===== config.mk =====
export PLATFORM = sky130hd
export DESIGN_NAME = hood_mode_ctrl
export DESIGN_NICKNAME = d
export VERILOG_FILES = /design/src/rtl/hood_mode_ctrl.sv
export SDC_FILE = /design/constraint.sdc
export NUM_CORES = 1
export LEC_CHECK = 0
export CORE_MARGIN = 8
export CORE_UTILIZATION = 45
export CTS_BUF_LIST = sky130_fd_sc_hd__clkbuf_16
export DETAILED_ROUTE_END_ITERATION = 8
export PLACE_DENSITY = 0.73
export SYNTH_ARGS = -nofsm -noshare
export SYNTH_HDL_FRONTEND = slang
export SYNTH_SLANG_ARGS = --single-unit

===== constraint.sdc =====
create_clock -name clk_100Hz -period 3.2 [get_ports clk_100Hz]
set_clock_uncertainty 0.15 [all_clocks]
set_input_delay 0.32 -clock clk_100Hz [delete_from_list [all_inputs] [get_ports clk_100Hz]]
set_output_delay 0.32 -clock clk_100Hz [all_outputs]
set_load 0.05 [all_outputs]

===== src/rtl/hood_mode_ctrl.sv =====
// Cooker-hood mode controller: menu, three fan levels, level-3 run-on and self-clean.
// Timed modes count whole seconds from a 100 Hz prescaler that restarts on every mode entry.
module hood_mode_ctrl #(
  parameter int TICKS_PER_SEC = 100,
  parameter int L3_SECS       = 60,
  parameter int RET_SECS      = 60,
  parameter int CLEAN_SECS    = 180,
  parameter int MENU_SECS     = 10
) (
  input  logic       clk_100Hz,
  input  logic       reset,
  input  logic       power_on,
  input  logic       btn_menu,
  input  logic       btn_l1,
  input  logic       btn_l2,
  input  logic       btn_l3,
  input  logic       btn_clean,
  output logic [1:0] state,
  output logic [1:0] fan_level,
  output logic [7:0] countdown,
  output logic       l3_used,
  output logic       clean_done
);

  typedef enum logic [2:0] {
    S_OFF, S_STBY, S_MENU, S_L1,
    S_L2, S_L3, S_RET, S_CLEAN
  } st_e;

  st_e        st_q, st_d;
  logic [6:0] presc_q, presc_d;
  logic [7:0] cnt_q, cnt_d;
  logic [1:0] state_q, state_d;
  logic [1:0] fan_q, fan_d;
  logic       l3_q, l3_d;
  logic       done_q, done_d;
  logic       reload;
  logic       sec_tick;
  logic       expire;
  logic       entry;

  assign sec_tick = (presc_q == 7'(TICKS_PER_SEC - 1));
  assign expire   = sec_tick && (cnt_q == 8'd1);

  always_ff @(posedge clk_100Hz or posedge reset) begin
    if (reset) begin
      st_q    <= S_OFF;
      presc_q <= '0;
      cnt_q   <= '0;
      state_q <= '0;
      fan_q   <= '0;
      l3_q    <= 1'b0;
      done_q  <= 1'b0;
    end else begin
      st_q    <= st_d;
      presc_q <= presc_d;
      cnt_q   <= cnt_d;
      state_q <= state_d;
      fan_q   <= fan_d;
      l3_q    <= l3_d;
      done_q  <= done_d;
    end
  end

  always_comb begin
    st_d   = st_q;
    reload = 1'b0;
    if (!power_on) begin
      st_d = S_OFF;
    end else begin
      unique case (st_q)
        S_OFF:  st_d = S_STBY;
        S_STBY: if (btn_menu) st_d = S_MENU;
        S_MENU: begin
          if (btn_menu)                st_d = S_STBY;
          else if (btn_clean)          st_d = S_CLEAN;
          else if (btn_l3 && !l3_q)    st_d = S_L3;
          else if (btn_l2)             st_d = S_L2;
          else if (btn_l1)             st_d = S_L1;
          else if (btn_l3)             reload = 1'b1;
          else if (expire)             st_d = S_STBY;
        end
        S_L1: begin
          if (btn_menu)    st_d = S_STBY;
          else if (btn_l2) st_d = S_L2;
        end
        S_L2: begin
          if (btn_menu)    st_d = S_STBY;
          else if (btn_l1) st_d = S_L1;
        end
        S_L3: begin
          if (btn_menu)    st_d = S_RET;
          else if (expire) st_d = S_L2;
        end
        S_RET:   if (expire) st_d = S_STBY;
        S_CLEAN: if (expire) st_d = S_STBY;
        default: st_d = S_OFF;
      endcase
    end
  end

  // Outputs are derived from the next state so a button shows on the same edge.
  always_comb begin
    entry   = (st_d != st_q);
    presc_d = presc_q + 7'd1;
    cnt_d   = cnt_q;
    state_d = 2'b00;
    fan_d   = 2'd0;
    l3_d    = l3_q;
    done_d  = (st_q == S_CLEAN) && (st_d == S_STBY);

    if (!power_on || entry || reload || sec_tick) presc_d = '0;

    if (entry || reload) begin
      unique case (st_d)
        S_MENU:  cnt_d = 8'(MENU_SECS);
        S_L3:    cnt_d = 8'(L3_SECS);
        S_RET:   cnt_d = 8'(RET_SECS);
        S_CLEAN: cnt_d = 8'(CLEAN_SECS);
        default: cnt_d = 8'd0;
      endcase
    end else if (sec_tick && cnt_q != 8'd0) begin
      cnt_d = cnt_q - 8'd1;
    end

    unique case (st_d)
      S_L1:    begin state_d = 2'b01; fan_d = 2'd1; end
      S_L2:    begin state_d = 2'b01; fan_d = 2'd2; end
      S_L3:    begin state_d = 2'b01; fan_d = 2'd3; end
      S_RET:   begin state_d = 2'b01; fan_d = 2'd3; end
      S_CLEAN: state_d = 2'b11;
      default: state_d = 2'b00;
    endcase

    if (st_d == S_OFF)     l3_d = 1'b0;
    else if (st_d == S_L3) l3_d = 1'b1;
  end

  assign state      = state_q;
  assign fan_level  = fan_q;
  assign countdown  = cnt_q;
  assign l3_used    = l3_q;
  assign clean_done = done_q;

endmodule

==> metrics, run 1 <==
run status complete, no violations; post-route setup TNS 0 ps; Final Max Tran Viols 0; post-DP HPWL 2760 um; Root Driver clkbuf_16; Synthesized Nets 176; Post-Route WL 3700 um; GPL Wtd Cong 0.890; Worst Path Max Fanout 7; fin crit share 94.7%; Reg clk slew, reported paths 60 ps; post-synthesis async set-or-reset flop share 100%; H-tree levels 1; I/O Buffers 21; Vias/cell 5.68; first-pass GRT wire length 6220 um; Worst EP arrival 3030 ps; setup violators final 0; post-synth cell types 60; Nets 199; dominant synthesized flop cell dfrtp_1; register bit total from synthesis 24; Clock Sinks 24; number of flops mapped to enable cells by yosys 0; Hold WS 320 ps; CTS tree built; post-route ant nets 0; Synth Area per Inst 10.1 um2; synth-to-layout area growth 18.7%; Leakage Power 0.000786 uW; minimum clock period 3030 ps; unrepaired setup endpoints after global routing false; IR drop worst, VDD 0.201 mV; sequential area share after synthesis 36.4%; power density over the cells 402 mW/mm2; Post-route DRC 0; Routed WL per cell 15.8 um; commonest non-fill, non-tap cell in the layout dfrtp_1; Largest delay share family, worst path simple AND/OR/NAND/NOR gates; core box area 0.00358 mm2; num rows 22; vias in the first global route 1289; Total Routing Usage GR 12.6%; Die Width 76.5 um; f_max 0.330 GHz; Post-Syn Area 0.00165 mm2; Hold-fix buffers, CTS 0; Slew HR 39.6%; Worst-Margin Slew 905 ps; Starting DRT DRC Count 123; final hold vios 0; DRT Pass-1 Iters 4; largest net degree at the start of global routing 25; Num CTS Buffers 3; Critical Path Slowest Stage Cell or4_1; # diodes 0; crit-path cells or4_1 -> nor4_4 -> nor3_2 -> o31ai_4 -> inv_2 -> or3_4 -> o31ai_1; CP Capture Type register; Max-cap violations 0; # IOs 22; kind of critical path register to register; Startpoint Class register; Die H 76.5 um; Vias 1329; initial antenna violation count 0; Synth warnings 0; Crit path largest cell delay 740 ps; Initial Utilization 46.1%; GRT overflow 0; clk_lat worst skew 260 ps; CTS Buffer Depth 2; share of cells above drive strength 1 16.1%; Worst Path Buf+Inv 1; Hold WC Path Type register to register; synthesized instance count 164; CP Data Required Time 3200 ps; Die ar. 0.00586 mm2; most frequent cells in the layout 24 x dfrtp_1, 21 x clkdlybuf4s50_1, 15 x nor2_1, 11 x nand2_1, 9 x xnor2_1
## synthesized netlist by cell type, types with 2 or more instances
library cell	instances	area, um2
dfrtp_1	24	601
nor2_1	15	56.3
nand2_1	11	41.3
xnor2_1	9	78.8
inv_1	8	30.0
a21oi_1	7	35.0
nand3_1	5	25.0
ha_1	4	50.1
o21ai_0	4	20.0
o31ai_1	4	30.0
xor2_1	4	35.0
a31oi_1	3	18.8
and2_1	3	18.8
clkbuf_8	3	41.3
nand2b_1	3	18.8
nor2b_1	3	18.8
nor4_1	3	18.8
buf_6	2	22.5
mux2i_1	2	20.0
nor3_1	2	10.0
nor4_4	2	42.5
nor4b_1	2	17.5
o21a_1	2	15.0
o22ai_1	2	12.5
or2_2	2	12.5
## where the power goes
part           internal, uW  switching, uW
clock network           167            101
logic                  68.3            112
registers               318           20.5
total                   553            233
## sequential cells by signal, summed over array words and instances, names as in the netlist
name and cells:
l3_used 1, fan_level 2, clean_done 1, st_q 3, countdown 8, presc_q 7
state 2
## through the flow
step / instances / total power [uW] / worst slack, ps / cell area [um2] / util (%)
finish: 234 / 787 / 170 / 1960 / 54.7
global placement: 230 / 517 / 178 / 1870 / 52.3
global route: 234 / 823 / 46.2 / 1960 / 54.7
floorplan: 164 / 479 / 195 / 1650 / -
CTS: 234 / 791 / 176 / 1950 / 54.5
detailed placement: 230 / 523 / 160 / 1870 / 52.3
## kinds of logic after synthesis
kind of cell,count (synthesis),share of synthesized area (%)
multiplexers,3,1.90
AND/OR/NAND/NOR,69,29.2
XOR/XNOR,13,6.90
flip-flops,24,36.4
buffers and inverters,16,6.68
adder cells (fa/ha/maj),4,3.04
AO/OA/AOI/OAI,35,15.9
## layer usage
metal  vias to the layer above  track usage (%)  wire length [um]
met5                         -                0                 0
met4                         0             4.04                57
met3                         6             2.95               179
met2                        35             21.0              1820
met1                       645             15.6              1640
li1                        643                -                 -
## repair_timing
action	CTS	global route
gates resized for setup	0	1
buffers inserted	0	0
endpoints found under the setup margin	0	3
## layout make-up
class	count	area (um2)
Timing Repair Buffer	25	240
Clock buffer	3	75.1
Multi-Input combinational cell	124	945
Sequential cell	24	601
Fill cell	313	1620
Inverter	9	33.8
Tap cell	48	60.1
Clock inverter	1	3.75
## worst paths after layout
check | start | end | slack [ps] | cells after the start
max | countdown[2] | countdown[1] | 170 | 7
min | presc_q[0] | presc_q[0] | 320 | 1
max reg2reg | countdown[2] | countdown[1] | 170 | 7
min reg2reg | presc_q[0] | presc_q[0] | 320 | 1
max in group asynchronous | reset | presc_q[4] | 1940 | 2
min in group asynchronous | reset | presc_q[6] | 410 | 2
(Power assumes the default switching activity.)
==> run 2, diff against run 1 <==
- GPL_TIMING_DRIVEN: default -> 0
==> metrics, run 2 (same netlist as run 1, synthesis figures left out) <==
run status complete, no violations (unchanged); GRT overflow 0 (unchanged); minimum clock period 2990 ps (was 3030 ps); reg2reg path depth 9 (was 7); Clock Sinks 24 (unchanged); IR drop worst, VDD 0.199 mV (was 0.201 mV); Initial Utilization 46.1% (unchanged); Clk network pwr share 33.4% (was 34.0%); CTS Buffer Depth 2 (unchanged); # diodes 0 (unchanged); post-route ant nets 0 (unchanged); Worst EP arrival 2980 ps (was 3030 ps); H-tree levels 1 (unchanged); fin crit share 93.5% (was 94.7%); crit-path cells inv_1 -> ha_1 -> or4bb_2 -> nor4b_4 -> o221ai_1 -> a21oi_2 -> nor2_1 -> and3_2 -> mux2_2 (was or4_1 -> nor4_4 -> nor3_2 -> o31ai_4 -> inv_2 -> or3_4 -> o31ai_1); post-route setup TNS 0 ps (unchanged); kind of critical path register to register (unchanged); setup violators final 0 (unchanged); Startpoint Class register (unchanged); CP Capture Type register (unchanged); Nets 201 (was 199); Post-Route WL 3750 um (was 3700 um); Routed WL per cell 15.9 um (was 15.8 um); unrepaired setup endpoints after global routing false (unchanged); f_max 0.334 GHz (was 0.330 GHz); largest net degree at the start of global routing 25 (unchanged); commonest non-fill, non-tap cell in the layout dfrtp_1 (unchanged); hold path depth 1 (unchanged); Slew HR 38.8% (was 39.6%); Crit Reg-Reg Startpoint countdown[1] (was countdown[2]); reg-to-reg setup timing slack 210 ps (was 170 ps); Vias/cell 5.58 (was 5.68); Starting DRT DRC Count 128 (was 123); Die Width 76.5 um (unchanged); Final Max Tran Viols 0 (unchanged); Worst R2R End countdown[7] (was countdown[1]); CTS-repair resized insts 0 (unchanged); synth-to-layout area growth 20.8% (was 18.7%); most frequent cells in the layout 24 x dfrtp_1, 20 x clkdlybuf4s50_1, 15 x nor2_1, 11 x nand2_1, 9 x xnor2_1 (was 24 x dfrtp_1, 21 x clkdlybuf4s50_1, 15 x nor2_1, 11 x nand2_1, 9 x xnor2_1); share of cells above drive strength 1 17.6% (was 16.1%); Hold-fix buffers, CTS 0 (unchanged); Worst Path Max Fanout 7 (unchanged); Root Driver clkbuf_16 (unchanged); post-CTS setup repair buffer count 0 (unchanged); DRT Pass-1 Iters 4 (unchanged); Worst-Margin Slew 916 ps (was 905 ps); Tot Pwr 796 uW (was 787 uW); CTS tree built (unchanged); Die H 76.5 um (unchanged); logic gate share of total power 24.5% (was 22.9%); Switch Pwr 233 uW (about the same); Leakage Power 0.000805 uW (was 0.000786 uW); Vias 1318 (was 1329); core box area 0.00358 mm2 (unchanged); clk_lat worst skew 250 ps (was 260 ps); post-DP HPWL 2910 um (was 2760 um); internal power 562 uW (was 553 uW); power density over the cells 399 mW/mm2 (was 402 mW/mm2); Critical Path Slowest Stage Cell or4bb_2 (was or4_1); hold_sp presc_q[0] (unchanged); Max-cap violations 0 (unchanged); Hold WC Path Type register to register (unchanged); Crit path largest cell delay 610 ps (was 740 ps); I/O Buffers 20 (was 21); max reg flops 8 (unchanged); multi-input logic area 942 um2 (was 945 um2); GPL Wtd Cong 0.862 (was 0.890); # IOs 22 (unchanged); Die ar. 0.00586 mm2 (unchanged); Sequential Power Share 42.1% (was 43.0%); Total Routing Usage GR 13.0% (was 12.6%); worst min-delay path endpoint presc_q[0] (unchanged); Post-route DRC 0 (unchanged); first-pass GRT wire length 6270 um (was 6220 um); Reg clk slew, reported paths 60 ps (about the same); final hold vios 0 (unchanged); fillers 312 (was 313); FF+latch area 601 um2 (unchanged); CP Data Required Time 3190 ps (was 3200 ps); Sw Share 29.3% (was 29.7%); num rows 22 (unchanged); Num CTS Buffers 3 (unchanged); vias in the first global route 1312 (was 1289); initial antenna violation count 0 (unchanged)
[run 2: layer usage]
| metal | up-vias | part of all wire (%) | GRT usage (%) |
|---|---|---|---|
| met5 | - | 0 | 0 |
| met4 | 0 | 0.45 | 2.88 |
| met3 | 2 | 4.0 | 3.07 |
| met2 | 24 | 51 | 22.9 |
| met1 | 650 | 45 | 15.5 |
| li1 | 642 | - | - |
[run 2: area by class of cell]
cell class / count / area share, %
Clock inverter: 1 / 0.188
Inverter: 9 / 1.70
Multi-Input combinational cell: 124 / 47.3
Sequential cell: 24 / 30.2
Tap cell: 48 / 3.02
Timing Repair Buffer: 20 / 10.1
Buffer: 7 / 3.83
Clock buffer: 3 / 3.77
[run 2: power groups by stage]
stage	Clock (uW)	Sequential, uW	Combinational, uW
after CTS	273	334	196
final	266	335	195
after global routing	292	336	210
after detailed placement	0	340	195
after floorplan	0	374	105
after global placement	0	338	190
[run 2: worst max path at each step]
stage,startpoint,end,slack [ps]
6_report,countdown[1],countdown[7],210
5_1_grt,countdown[1],countdown[4],2
4_1_cts,countdown[1],countdown[7],160
3_5_place_dp,btn_l3,countdown[3],170
3_3_place_gp,btn_l3,countdown[1],200
2_1_floorplan,countdown[1],countdown[7],190
[run 2: per-stage QoR]
stage	instances	worst slack (ps)	hold WS, ps	utilization, %	cell area, um2
floorplan	164	195	185	-	1650
global placement	232	201	292	53.4	1910
detailed placement	232	167	298	53.4	1910
CTS	236	161	306	55.6	1990
global route	236	1.59	329	55.7	1990
finish	236	207	300	55.7	1990
[run 2: critical path: cells and delay by family, from the launching register on]
kind | cells | cell delay, ps
adders and majority gates | 1 | 190
AOI/OAI and AO/OA | 2 | 450
buffers and inverters | 1 | 130
DFF | 1 | 380
muxes | 1 | 260
and+or+nand+nor | 4 | 1320
==> run 3, diff against run 2 <==
- CORE_ASPECT_RATIO: default -> 1.4
==> metrics, run 3 (same netlist as run 1, synthesis figures left out) <==
Cells after DPL 226 (was 232); CTS Buffer Depth 2 (unchanged); Reg clk slew, reported paths 70 ps (was 60 ps); most frequent cells in the layout 24 x dfrtp_1, 20 x clkdlybuf4s50_1, 15 x nor2_1, 11 x nand2_1, 9 x xnor2_1 (unchanged); Hold WC Path Type register to register (unchanged); multi-input logic area 946 um2 (was 942 um2); Worst Path Max Fanout 7 (unchanged); Startpoint Class register (unchanged); Num CTS Buffers 3 (unchanged); num rows 26 (was 22); Die ar. 0.00588 mm2 (was 0.00586 mm2); largest net degree at the start of global routing 25 (unchanged); kind of critical path register to register (unchanged); Final Max Tran Viols 0 (unchanged); commonest non-fill, non-tap cell in the layout dfrtp_1 (unchanged); Worst-Margin Slew 908 ps (was 916 ps); Initial Utilization 46.1% (unchanged); Clock Sinks 24 (unchanged); CTS tree built (unchanged); initial antenna violation count 0 (unchanged); Post-route DRC 0 (unchanged); Root Driver clkbuf_16 (unchanged); Hold-fix buffers, CTS 0 (unchanged); CP Capture Type register (unchanged); first-pass GRT wire length 6520 um (was 6270 um); Vias 1335 (was 1318); post-DP HPWL 2840 um (was 2910 um); unrepaired setup endpoints after global routing false (unchanged); fin crit share 94.1% (was 93.5%); IR drop worst, VDD 0.471 mV (was 0.199 mV); vias in the first global route 1414 (was 1312); H-tree levels 1 (unchanged); Total Routing Usage GR 13.9% (was 13.0%); Crit Reg-Reg Startpoint countdown[1] (unchanged); CP Data Required Time 3240 ps (was 3190 ps); fillers 317 (was 312); setup violators final 0 (unchanged); core box area 0.00358 mm2 (unchanged); f_max 0.332 GHz (was 0.334 GHz); Die Width 67.2 um (was 76.5 um); post-route ant nets 0 (unchanged); Die H 87.6 um (was 76.5 um); # IOs 22 (unchanged); share of cells above drive strength 1 18.5% (was 17.6%); Max-cap violations 0 (unchanged); Largest delay share family, worst path simple AND/OR/NAND/NOR gates (unchanged); Crit path largest cell delay 520 ps (was 610 ps); FF+latch area 601 um2 (unchanged); DRT Pass-1 Iters 4 (unchanged); hold_sp presc_q[0] (unchanged); Nets 202 (was 201); Final Non-Filler Cells 231 (was 236); post-route setup TNS 0 ps (unchanged); GPL Wtd Cong 0.916 (was 0.862); Routed WL per cell 16.8 um (was 15.9 um); Vias/cell 5.78 (was 5.58); synth-to-layout area growth 22.8% (was 20.8%); run status complete, no violations (unchanged); Worst EP arrival 3050 ps (was 2980 ps); final hold vios 0 (unchanged); max reg flops 8 (unchanged); GRT overflow 0 (unchanged); CP startpoint countdown[1] (unchanged); # diodes 0 (unchanged); Starting DRT DRC Count 83 (was 128); Slew HR 39.4% (was 38.8%); Critical Path Slowest Stage Cell or4bb_4 (was or4bb_2); crit-path cells inv_1 -> ha_1 -> or4bb_4 -> nor4_4 -> nor3_2 -> o31ai_4 -> inv_2 -> or3_4 -> o31a_1 -> mux2i_1 (was inv_1 -> ha_1 -> or4bb_2 -> nor4b_4 -> o221ai_1 -> a21oi_2 -> nor2_1 -> and3_2 -> mux2_2); power density over the cells 440 mW/mm2 (was 399 mW/mm2); I/O Buffers 20 (unchanged); Worst Path Buf+Inv 2 (was 1); clk_lat worst skew 260 ps (was 250 ps); Post-Route WL 3890 um (was 3750 um); minimum clock period 3010 ps (was 2990 ps); Leakage Power 0.000827 uW (was 0.000805 uW)
-- run 3: changes by cell type in the layout (fill, tap and decap cells not counted) --
cell / delta
a21oi_1: +1
or4bb_2: -1
clkinv_1: -1
o31ai_2: +1
a21oi_2: -1
or4bb_4: +1
bufinv_16: +1
o31ai_1: -1
buf_6: +1
-- run 3: worst paths after layout --
path | end | slack [ps] | cells past startpoint
worst min register to register | presc_q[0] | 300 | 1
worst max register to register | countdown[3] | 190 | 10
worst min-delay path | presc_q[0] | 300 | 1
worst max-delay path | countdown[3] | 190 | 10
max in group asynchronous | l3_used | 1930 | 2
min in group asynchronous | countdown[4] | 400 | 2
-- run 3: report_power, final --
group | total (uW) | switching [uW] | internal (uW)
sequential | 335 | 17.5 | 318
combinational | 198 | 119 | 79.4
clock | 358 | 109 | 249
-- run 3: per-stage QoR --
step / total power [uW] / setup slack [ps] / instance area, um2 / hold WS [ps] / util (%)
final: 891 / 190 / 2030 / 299 / 56.6
after global routing: 925 / 47.6 / 2030 / 333 / 56.6
after CTS: 890 / 138 / 2010 / 301 / 56.1
after detailed placement: 535 / 195 / 1900 / 293 / 53.1
after global placement: 529 / 179 / 1900 / 285 / 53.1
after floorplan: 479 / 195 / 1650 / 185 / -
-- run 3: area by class of cell --
| cell class | instances | area share (%) |
|---|---|---|
| Buffer | 7 | 3.95 |
| Clock buffer | 3 | 3.71 |
| Sequential cell | 24 | 29.6 |
| Inverter | 9 | 1.67 |
| Clock inverter | 1 | 1.48 |
| Multi-Input combinational cell | 124 | 46.7 |
| Tap cell | 42 | 2.59 |
| Timing Repair Buffer | 21 | 10.3 |
-- run 3: routing by layer --
layer | vias up | global-route usage (%) | share of wire (%)
met2 | 31 | 23.8 | 51
met3 | 7 | 3.46 | 5.0
met5 | - | 0 | 0
met4 | 0 | 5.53 | 1.9
li1 | 644 | - | -
met1 | 653 | 16.0 | 42
-- run 3: what timing repair did --
action,in CTS,in global routing
endpoints found under the setup margin,0,2
buffers inserted,0,1
resized for setup,0,3
